==> src/rtl/digpot_pkg.sv <==
// Shared constants for the digital-potentiometer sequencer: FSM encoding,
// direction values and the default tap count.
package digpot_pkg;
    localparam logic [2:0] S_IDLE   = 3'd0;
    localparam logic [2:0] S_SETUP  = 3'd1;
    localparam logic [2:0] S_INC_LO = 3'd2;
    localparam logic [2:0] S_INC_HI = 3'd3;
    localparam logic [2:0] S_HOLD   = 3'd4;
    localparam logic [2:0] S_FIN    = 3'd5;

    localparam logic UP   = 1'b1;
    localparam logic DOWN = 1'b0;

    localparam int STEPS_DEF = 100;

    function automatic int max3(input int a, input int b, input int c);
        int m;
        m = (a > b) ? a : b;
        return (m > c) ? m : c;
    endfunction
endpackage

==> src/rtl/digpot_tick.sv <==
// Loadable down-counter; tc is high while the count sits at zero, so a load of
// L-1 on state entry makes that state last exactly L cycles.
module digpot_tick
    import digpot_pkg::*;
#(
    parameter int W       = 3,
    parameter int RST_VAL = 0
) (
    input  logic         clk_in,
    input  logic         reset,
    input  logic         ld,
    input  logic [W-1:0] val,
    output logic         tc
);
    logic [W-1:0] cnt;

    always_ff @(posedge clk_in or negedge reset) begin
        if (!reset)
            cnt <= W'(RST_VAL);
        else if (ld)
            cnt <= val;
        else if (cnt != '0)
            cnt <= cnt - W'(1);
    end

    assign tc = (cnt == '0);
endmodule

==> src/rtl/digpot_seq.sv <==
// Three-wire up/down digital-pot sequencer: converts an absolute tap target
// into a burst of INC pulses, tracks the wiper and homes to tap 0 after reset.
module digpot_seq
    import digpot_pkg::*;
#(
    parameter int STEPS = STEPS_DEF,
    parameter int DIV   = 4,
    parameter int SETUP = 2,
    parameter int HOLD  = 2
) (
    input  logic       clk_in,
    input  logic       reset,
    input  logic [6:0] target,
    input  logic       load,
    input  logic       home,
    output logic       busy,
    output logic       done,
    output logic       err,
    output logic [6:0] wiper,
    output logic       dp_cs_n,
    output logic       dp_ud,
    output logic       dp_inc_n
);
    localparam int TMAX = max3(DIV, SETUP, HOLD);
    localparam int CW   = $clog2(TMAX + 1);

    logic [2:0]    state, nxt;
    logic          dir, dir_nxt;
    logic          homing;
    logic [6:0]    pulses;
    logic          tick_ld, tc, load_ok;
    logic [CW-1:0] tick_val;

    assign load_ok = load && (target <= 7'(STEPS - 1));

    // Reset parks the counter at SETUP (not SETUP-1): CS only goes low on the
    // first clock, so one extra cycle keeps the full setup time.
    digpot_tick #(.W(CW), .RST_VAL(SETUP)) u_tick (
        .clk_in (clk_in),
        .reset  (reset),
        .ld     (tick_ld),
        .val    (tick_val),
        .tc     (tc)
    );

    always_comb begin
        nxt     = state;
        dir_nxt = dir;
        case (state)
            S_IDLE: begin
                if (home) begin
                    nxt     = S_SETUP;
                    dir_nxt = DOWN;
                end else if (load_ok && target != wiper) begin
                    nxt     = S_SETUP;
                    dir_nxt = (target > wiper) ? UP : DOWN;
                end
            end
            S_SETUP:  if (tc) nxt = S_INC_LO;
            S_INC_LO: if (tc) nxt = S_INC_HI;
            S_INC_HI: if (tc) nxt = (pulses != '0) ? S_INC_LO : S_HOLD;
            S_HOLD:   if (tc) nxt = S_FIN;
            S_FIN:    nxt = S_IDLE;
            default:  nxt = S_IDLE;
        endcase
    end

    always_comb begin
        tick_ld  = (nxt != state);
        tick_val = '0;
        case (nxt)
            S_SETUP:           tick_val = CW'(SETUP - 1);
            S_INC_LO, S_INC_HI: tick_val = CW'(DIV - 1);
            S_HOLD:            tick_val = CW'(HOLD - 1);
            default:           tick_val = '0;
        endcase
    end

    always_ff @(posedge clk_in or negedge reset) begin
        if (!reset) begin
            state    <= S_SETUP;
            dir      <= DOWN;
            homing   <= 1'b1;
            pulses   <= 7'(STEPS);
            wiper    <= '0;
            busy     <= 1'b1;
            done     <= 1'b0;
            err      <= 1'b0;
            dp_cs_n  <= 1'b1;
            dp_inc_n <= 1'b1;
            dp_ud    <= 1'b0;
        end else begin
            state <= nxt;
            dir   <= dir_nxt;
            done  <= 1'b0;
            err   <= 1'b0;
            // Requests outside IDLE are dropped silently; home beats load.
            if (state == S_IDLE) begin
                if (home) begin
                    homing <= 1'b1;
                    pulses <= 7'(STEPS);
                end else if (load) begin
                    if (!load_ok)
                        err <= 1'b1;
                    else if (target == wiper)
                        done <= 1'b1;
                    else begin
                        homing <= 1'b0;
                        pulses <= (target > wiper) ? target - wiper : wiper - target;
                    end
                end
            end
            // The device steps on the INC falling edge, so track it there.
            if (nxt == S_INC_LO && state != S_INC_LO) begin
                pulses <= pulses - 7'd1;
                if (!homing)
                    wiper <= (dir == UP) ? wiper + 7'd1 : wiper - 7'd1;
            end
            if (nxt == S_FIN) begin
                done <= 1'b1;
                if (homing)
                    wiper <= '0;
            end
            busy     <= (nxt != S_IDLE) && (nxt != S_FIN);
            dp_cs_n  <= (nxt == S_IDLE) || (nxt == S_FIN);
            dp_inc_n <= (nxt != S_INC_LO);
            dp_ud    <= dir_nxt;
        end
    end
endmodule

==> config.mk <==
export PLATFORM = sky130hd
export DESIGN_NAME = digpot_seq
export DESIGN_NICKNAME = d
export VERILOG_FILES = /design/src/rtl/digpot_pkg.sv /design/src/rtl/digpot_tick.sv /design/src/rtl/digpot_seq.sv
export SDC_FILE = /design/constraint.sdc
export NUM_CORES = 1
export LEC_CHECK = 0
export ABC_CLOCK_PERIOD_IN_PS = 2200
export CAP_MARGIN = 20
export CORE_AREA = 4 4 83 85
export CTS_CLUSTER_SIZE = 30
export DETAILED_ROUTE_END_ITERATION = 10
export DIE_AREA = 0 0 87 89
export PLACE_DENSITY = 0.61
export SLEW_MARGIN = 20
export SYNTH_ARGS = -nofsm -noshare
export SYNTH_HDL_FRONTEND = slang
export SYNTH_SLANG_ARGS = --single-unit
==> constraint.sdc <==
create_clock -name clk_in -period 2.2 [get_ports clk_in]
set_input_delay 0.22 -clock clk_in [delete_from_list [all_inputs] [get_ports clk_in]]
set_output_delay 0.22 -clock clk_in [all_outputs]
set_load 0.01 [all_outputs]
## Word level (Yosys, flattened, before mapping)

Cells that the tools add are included.

| storage, ports and cells | value |
|---|---|
| register bits | 27 |
| bits of input ports | 11 |
| output and inout port bits | 13 |
| word-level logic and storage cells | 99 |

| operators by class | value |
|---|---|
| add/sub/neg operators | 6 |
| order comparisons | 2 |
| eq/ne operators | 17 |
| mux-type cells | 40 |
| reductions and logical operators | 23 |

Operators by type and width:

| cell | count |
|---|---|
| 7-bit 2-to-1 mux | 12 |
| 3-bit 2-to-1 mux | 9 |
| 1-bit 2-to-1 mux | 17 |
| 3-bit one-hot mux with 5 select lines | 1 |
| 7-bit by 1-bit subtractor with 7-bit output, second input constant | 2 |
| 7-bit subtractor | 2 |
| 3-bit by 2-bit == test with 1-bit output, second input constant | 4 |
| 3-bit nonzero test | 4 |
| 2-bit nonzero test | 5 |
| 3-bit == test, second input constant | 3 |
| 3-bit logical NOT | 3 |
| 3-bit by 2-bit != test with 1-bit output, second input constant | 3 |
| 4-bit AND reduction | 2 |
| 7-bit by 1-bit adder with 7-bit output, second input constant | 1 |
| 7-bit == test | 1 |
| 7-bit greater-than comparator | 1 |
| 7-bit less-or-equal comparator, second input constant | 1 |
| 7-bit != test | 1 |
| 7-bit nonzero test | 1 |
| 3-bit by 1-bit == test with 1-bit output, second input constant | 2 |
| 1-bit logical AND | 4 |
| 2-bit one-hot mux with 2 select lines | 1 |
| 2-bit OR reduction | 2 |
| 3-bit != test | 1 |
| other kinds (5) | 5 |

## Logic depth before layout (Yosys ltp)

| logic depth | value |
|---|---|
| depth after elaboration | 11 |
| depth in mapped cells | 11 |
| mapped depth without buffers | 11 |

## By module

From an unflattened synthesis, not the netlist that was laid out.

| unflattened totals | value |
|---|---|
| cells, all modules | 274 |
| area, all modules | 2293.4 um^2 |

Modules (own cells, without submodules):

| module | times used | cells an instance | area each (um^2) | seq. area each (um^2) |
|---|---|---|---|---|
| digpot_seq | 1 | 253 | 2090.8 | 610.6 |
| digpot_tick | 1 | 21 | 202.7 | 76.3 |

## Worst setup path after synthesis

No wires, ideal clock.

| path | value |
|---|---|
| path type | reg-to-reg |
| start | register wiper[2] |
| end | register pulses[4] |
| setup time | 138 ps |
| arrival | 2189 ps |
| required time | 2062 ps |
| setup slack | -127 ps |
| stages on the path, launching flop included | 10 |
| buffers on the path | 1 |
| period minus slack after synthesis | 2327 ps |
| cells stage by stage | dfrtp_1 -> ha_1 -> and3_4 -> a21boi_4 -> o311a_4 -> or2_1 -> buf_6 -> mux2i_1 -> xnor2_1 -> o22ai_1 |

| on the way | value |
|---|---|
| cells in the longest elaborated chain, start to end | 9 |
| elaborated cells between the ends (all ways) | 23 |
| classes of those cells | add/sub (2); order compare (1); eq/ne (4); mux (10); reduce/logical (6) |

Ends and longest elaborated chain:

| element | line | text |
|---|---|---|
| start: declaration | digpot_seq.sv:19 | `output logic [6:0] wiper,` |
| start signal: assignment | digpot_seq.sv:117 | `wiper <= (dir == UP) ? wiper + 7'd1 : wiper - 7'd1;` |
| 7-bit != test | digpot_seq.sv:54 | `end else if (load_ok && target != wiper) begin` |
| 1-bit logical AND | digpot_seq.sv:54 |  |
| 3-bit 2-to-1 mux | digpot_seq.sv:54 |  |
| 3-bit 2-to-1 mux | digpot_seq.sv:51 | `if (home) begin` |
| 3-bit one-hot mux with 5 select lines | digpot_seq.sv:49 | `case (state)` |
| 3-bit by 2-bit == test with 1-bit output | digpot_seq.sv:114 | `if (nxt == S_INC_LO && state != S_INC_LO) begin` |
| 1-bit logical AND | digpot_seq.sv:114 |  |
| 3-bit by 2-bit != test with 1-bit output (no line) (tied with other cells) | n/a |  |
| 4-bit AND reduction (no line) | n/a |  |
| end signal: assignment | digpot_seq.sv:101 | `pulses <= 7'(STEPS);` |
| end signal: assignment | digpot_seq.sv:109 | `pulses <= (target > wiper) ? target - wiper : wiper - target;` |
| end signal: assignment | digpot_seq.sv:115 | `pulses <= pulses - 7'd1;` |
| end: declaration | digpot_seq.sv:30 | `logic [6:0] pulses;` |

Parallel ways exist; a longest one is shown, timed or not. The select of a mux whose other input is x is not followed.
A chain may end at the register's enable or synchronous reset.

## Final worst setup path

| path | value |
|---|---|
| start | register wiper[2] |
| end | register pulses[5] |

The elaborated chain is that of the path after synthesis.

==> metrics.txt <==
Tot GR Track Use=0.156; CP Class=flop to flop; Max Cap Violations=0; IO Pins=24; Clock Power Share=0.069; wire length of the first global-routing pass=9.59 mm; library cell used as clock root buffer=clkbuf_8; die height=89 um; Residual DRC=0; DR pass1 iterations=4; Overall Power=4.17 mW; number of cells in the finished layout apart from fillers=397; power density over the cells=1350 nW/um2; data required time of the worst path=2.40 ns; number of synthesized flops with an enable pin=0; residual antenna-violating net count after detailed routing=0; total core area=6200 um2; Post-CTS Hold Fix Bufs=0; initial antenna violation count=0; combinational fraction of design power=0.705; Leak=1.37 nW; worst slew pin tran=roughly 0.44 ns; post-synth design cell area=2110 um2; summed area of non-filler cells in the final layout=3090 um2; total number of placement rows=29; Relative slew margins=0.703; H-Tree Depth=1; first-iteration detailed-routing DRC count=127; count of input and output buffers=23; area share of the largest cell type after synthesis=0.213; filler cell count in the final layout=582; post-detail-place hpwl=4.55 mm; vias per std cell=5.02; worst-case vdd ir drop=approximately 0.85 mV; Hold Fails Final Rpt=0; diode insertion count for antenna repair=0; Internal Dissipation=2.48 mW; routability congestion estimate=0.905; total number of vias=about 2,000; fraction of power spent switching nets=0.405; CP arrival=2.44 ns; initial cell density of the core=0.341; failing checks=setup timing; dominant cells by area after synthesis=dfrtp_1, ha_1, dfstp_2, xnor2_1, inv_1; maximum net fanout on the critical path=6; post-synthesis cell type with the largest combined area=dfrtp_1; final-report setup violation count=2; clock transition at the registers of the reported paths=0.10 ns; sequential cell fraction of total power=0.226; Post-synth top flop=dfrtp_1; RSZ-0062 raised after global routing=yes; Placement Setup Slack=-0.574 ns; Max Slew Vio Count=0; result of the run=finished with violations; Final Core Density=0.497; largest net degree at the start of global routing=28; final worst path period share=1.02; number of synthesized register bits=27; final-stage net count=356; number of clock sinks=27; Crit. End Element=flop; die extent in x=slightly below 90 um; maximum number of buffers from clock root to sink=2; distinct cell type count after synthesis=50; minimum setup slack in the final design=-0.0476 ns; aggregate routed wire length=5.70 mm; aggregate negative setup slack=-0.0900 ns; insertion delay of the later-clocked pin in the worst-skew pair=0.27 ns; worst hold slack after final layout=0.315 ns; Mapped Cells=237; Layout Skew=0.00405 ns; placed standard-cell area=2850 um2; number of global-route vias before repair=2,052; TritonCTS clock tree=built; layout-stage area growth over the synthesis result=46.0%; Num CTS Buffers=3; class of the worst hold path=input pin to async pin; fraction of the yosys area taken by sequential cells=0.325; instance count after placement with tap cells included=383; switching component of the power=1.69 mW; total of warnings raised by yosys=0; sort of element at the start of the critical path=flop; per-instance average area after synthesis=8.92 um2; remaining global-route overflow=0; share of cells above drive strength 1=0.384; routed len/inst=14.4 um; die outline area=around 7700 um2; highest attainable clock frequency=~440 MHz; time the worst path needs with I/O delays and setup=2.25 ns; fraction of registers with async set/reset=1.00; Synthesized Nets=around 270
## registers in the layout, summed over array words and instances, names as in the netlist
register,cells
dp_inc_n,1
busy,1
wiper,7
dir,1
dp_cs_n,1
u_tick.cnt,3
state,3
done,1
err,1
pulses,7
homing,1
## worst paths after layout
check                                      to  cells after the start     startpoint  slack (ns)
worst min register to register  u_tick.cnt[0]                      1  u_tick.cnt[0]        0.50
worst max register to register      pulses[5]                      8       wiper[2]       -0.05
worst max-delay path                pulses[5]                      8       wiper[2]       -0.05
max in group asynchronous                busy                      2          reset        1.57
min in group clk_in             u_tick.cnt[0]                      1  u_tick.cnt[0]        0.50
worst min-delay path                 state[1]                      2          reset        0.32
## what timing repair did
action | CTS | global route
setup endpoints to repair | 8 | 11
resized for setup | 24 | 21
pin swaps | 8 | 13
setup buffers | 7 | 3
## per-layer routing
metal,global-route usage,up-vias,wire length (um)
met5,0,-,0
met4,0.0382,0,81
met3,0.0332,9,225
met2,0.275,39,2880
met1,0.196,942,2510
li1,-,1003,-
## cell type report
cell class,count,area (um2),area share
Clock buffer,4,45.0,0.0146
Timing Repair Buffer,84,691,0.224
Multi-Input combinational cell,178,1460,0.473
Sequential cell,27,693,0.225
Inverter,27,101,0.0328
Tap cell,77,96.3,0.0312
## cells by family after synthesis
logic type                 share of synthesized area
buffers and inverters                         0.0604
AOI/OAI and AO/OA                              0.211
and+or+nand+nor                                0.169
DFF                                            0.325
muxes                                         0.0284
xor gates and xnor gates                      0.0538
adders and majority gates                      0.153
## worst max-delay path, stage by stage (launching register included)
cell and delay [ns]:
dfrtp_2 0.45, ha_4 0.22, and3_4 0.19, a21boi_4 0.15, o311a_4 0.36, or2_4 0.28
mux2i_1 0.14, xnor2_1 0.25, a31oi_1 0.12
## power by group through the flow
stage | registers [mW] | logic [mW] | clock network [mW]
after detailed placement | 0.947 | 2.62 | 0
after floorplan | 0.964 | 1.55 | 0
final | 0.944 | 2.94 | 0.289
after global placement | 0.945 | 2.60 | 0
after CTS | 0.939 | 2.79 | 0.295
after global routing | 0.975 | 3.27 | 0.319
## layout by cell type (no fill, tap or decap), drive strengths merged, types with 2 or more instances in the layout
master,netlist,final
buf,1,61
a21boi,2,2
clkbuf,4,4
and2b,2,2
or3,2,2
dfrtp,18,18
nand2,13,13
o22ai,8,8
dlygate4sd2,0,3
a21oi,18,18
ha,21,21
clkdlybuf4s50,0,19
a21o,7,7
nor2,19,19
nand2b,3,3
fa,3,3
nand3,2,2
o21a,2,2
o21ai,14,14
inv,27,27
nor2b,4,4
nor3,12,12
a31oi,5,5
dfstp,9,9
xnor2,12,12
mux2i,6,6
nand3b,2,2
## synthesized netlist by cell type, types with 2 or more instances
master    count
inv_1        27
ha_1         21
nor2_1       19
a21oi_1      18
dfrtp_1      18
o21ai_0      14
nand2_1      13
xnor2_1      12
nor3_1       11
dfstp_2       9
o22ai_1       8
mux2i_1       6
a31oi_1       5
a21o_1        4
clkbuf_1      4
nor2b_1       4
a21o_2        3
fa_1          3
nand2b_1      3
nand3_1       2
nand3b_1      2
o21a_1        2
or3_1         2
No activity file was read; power rests on OpenSTA's default activity.
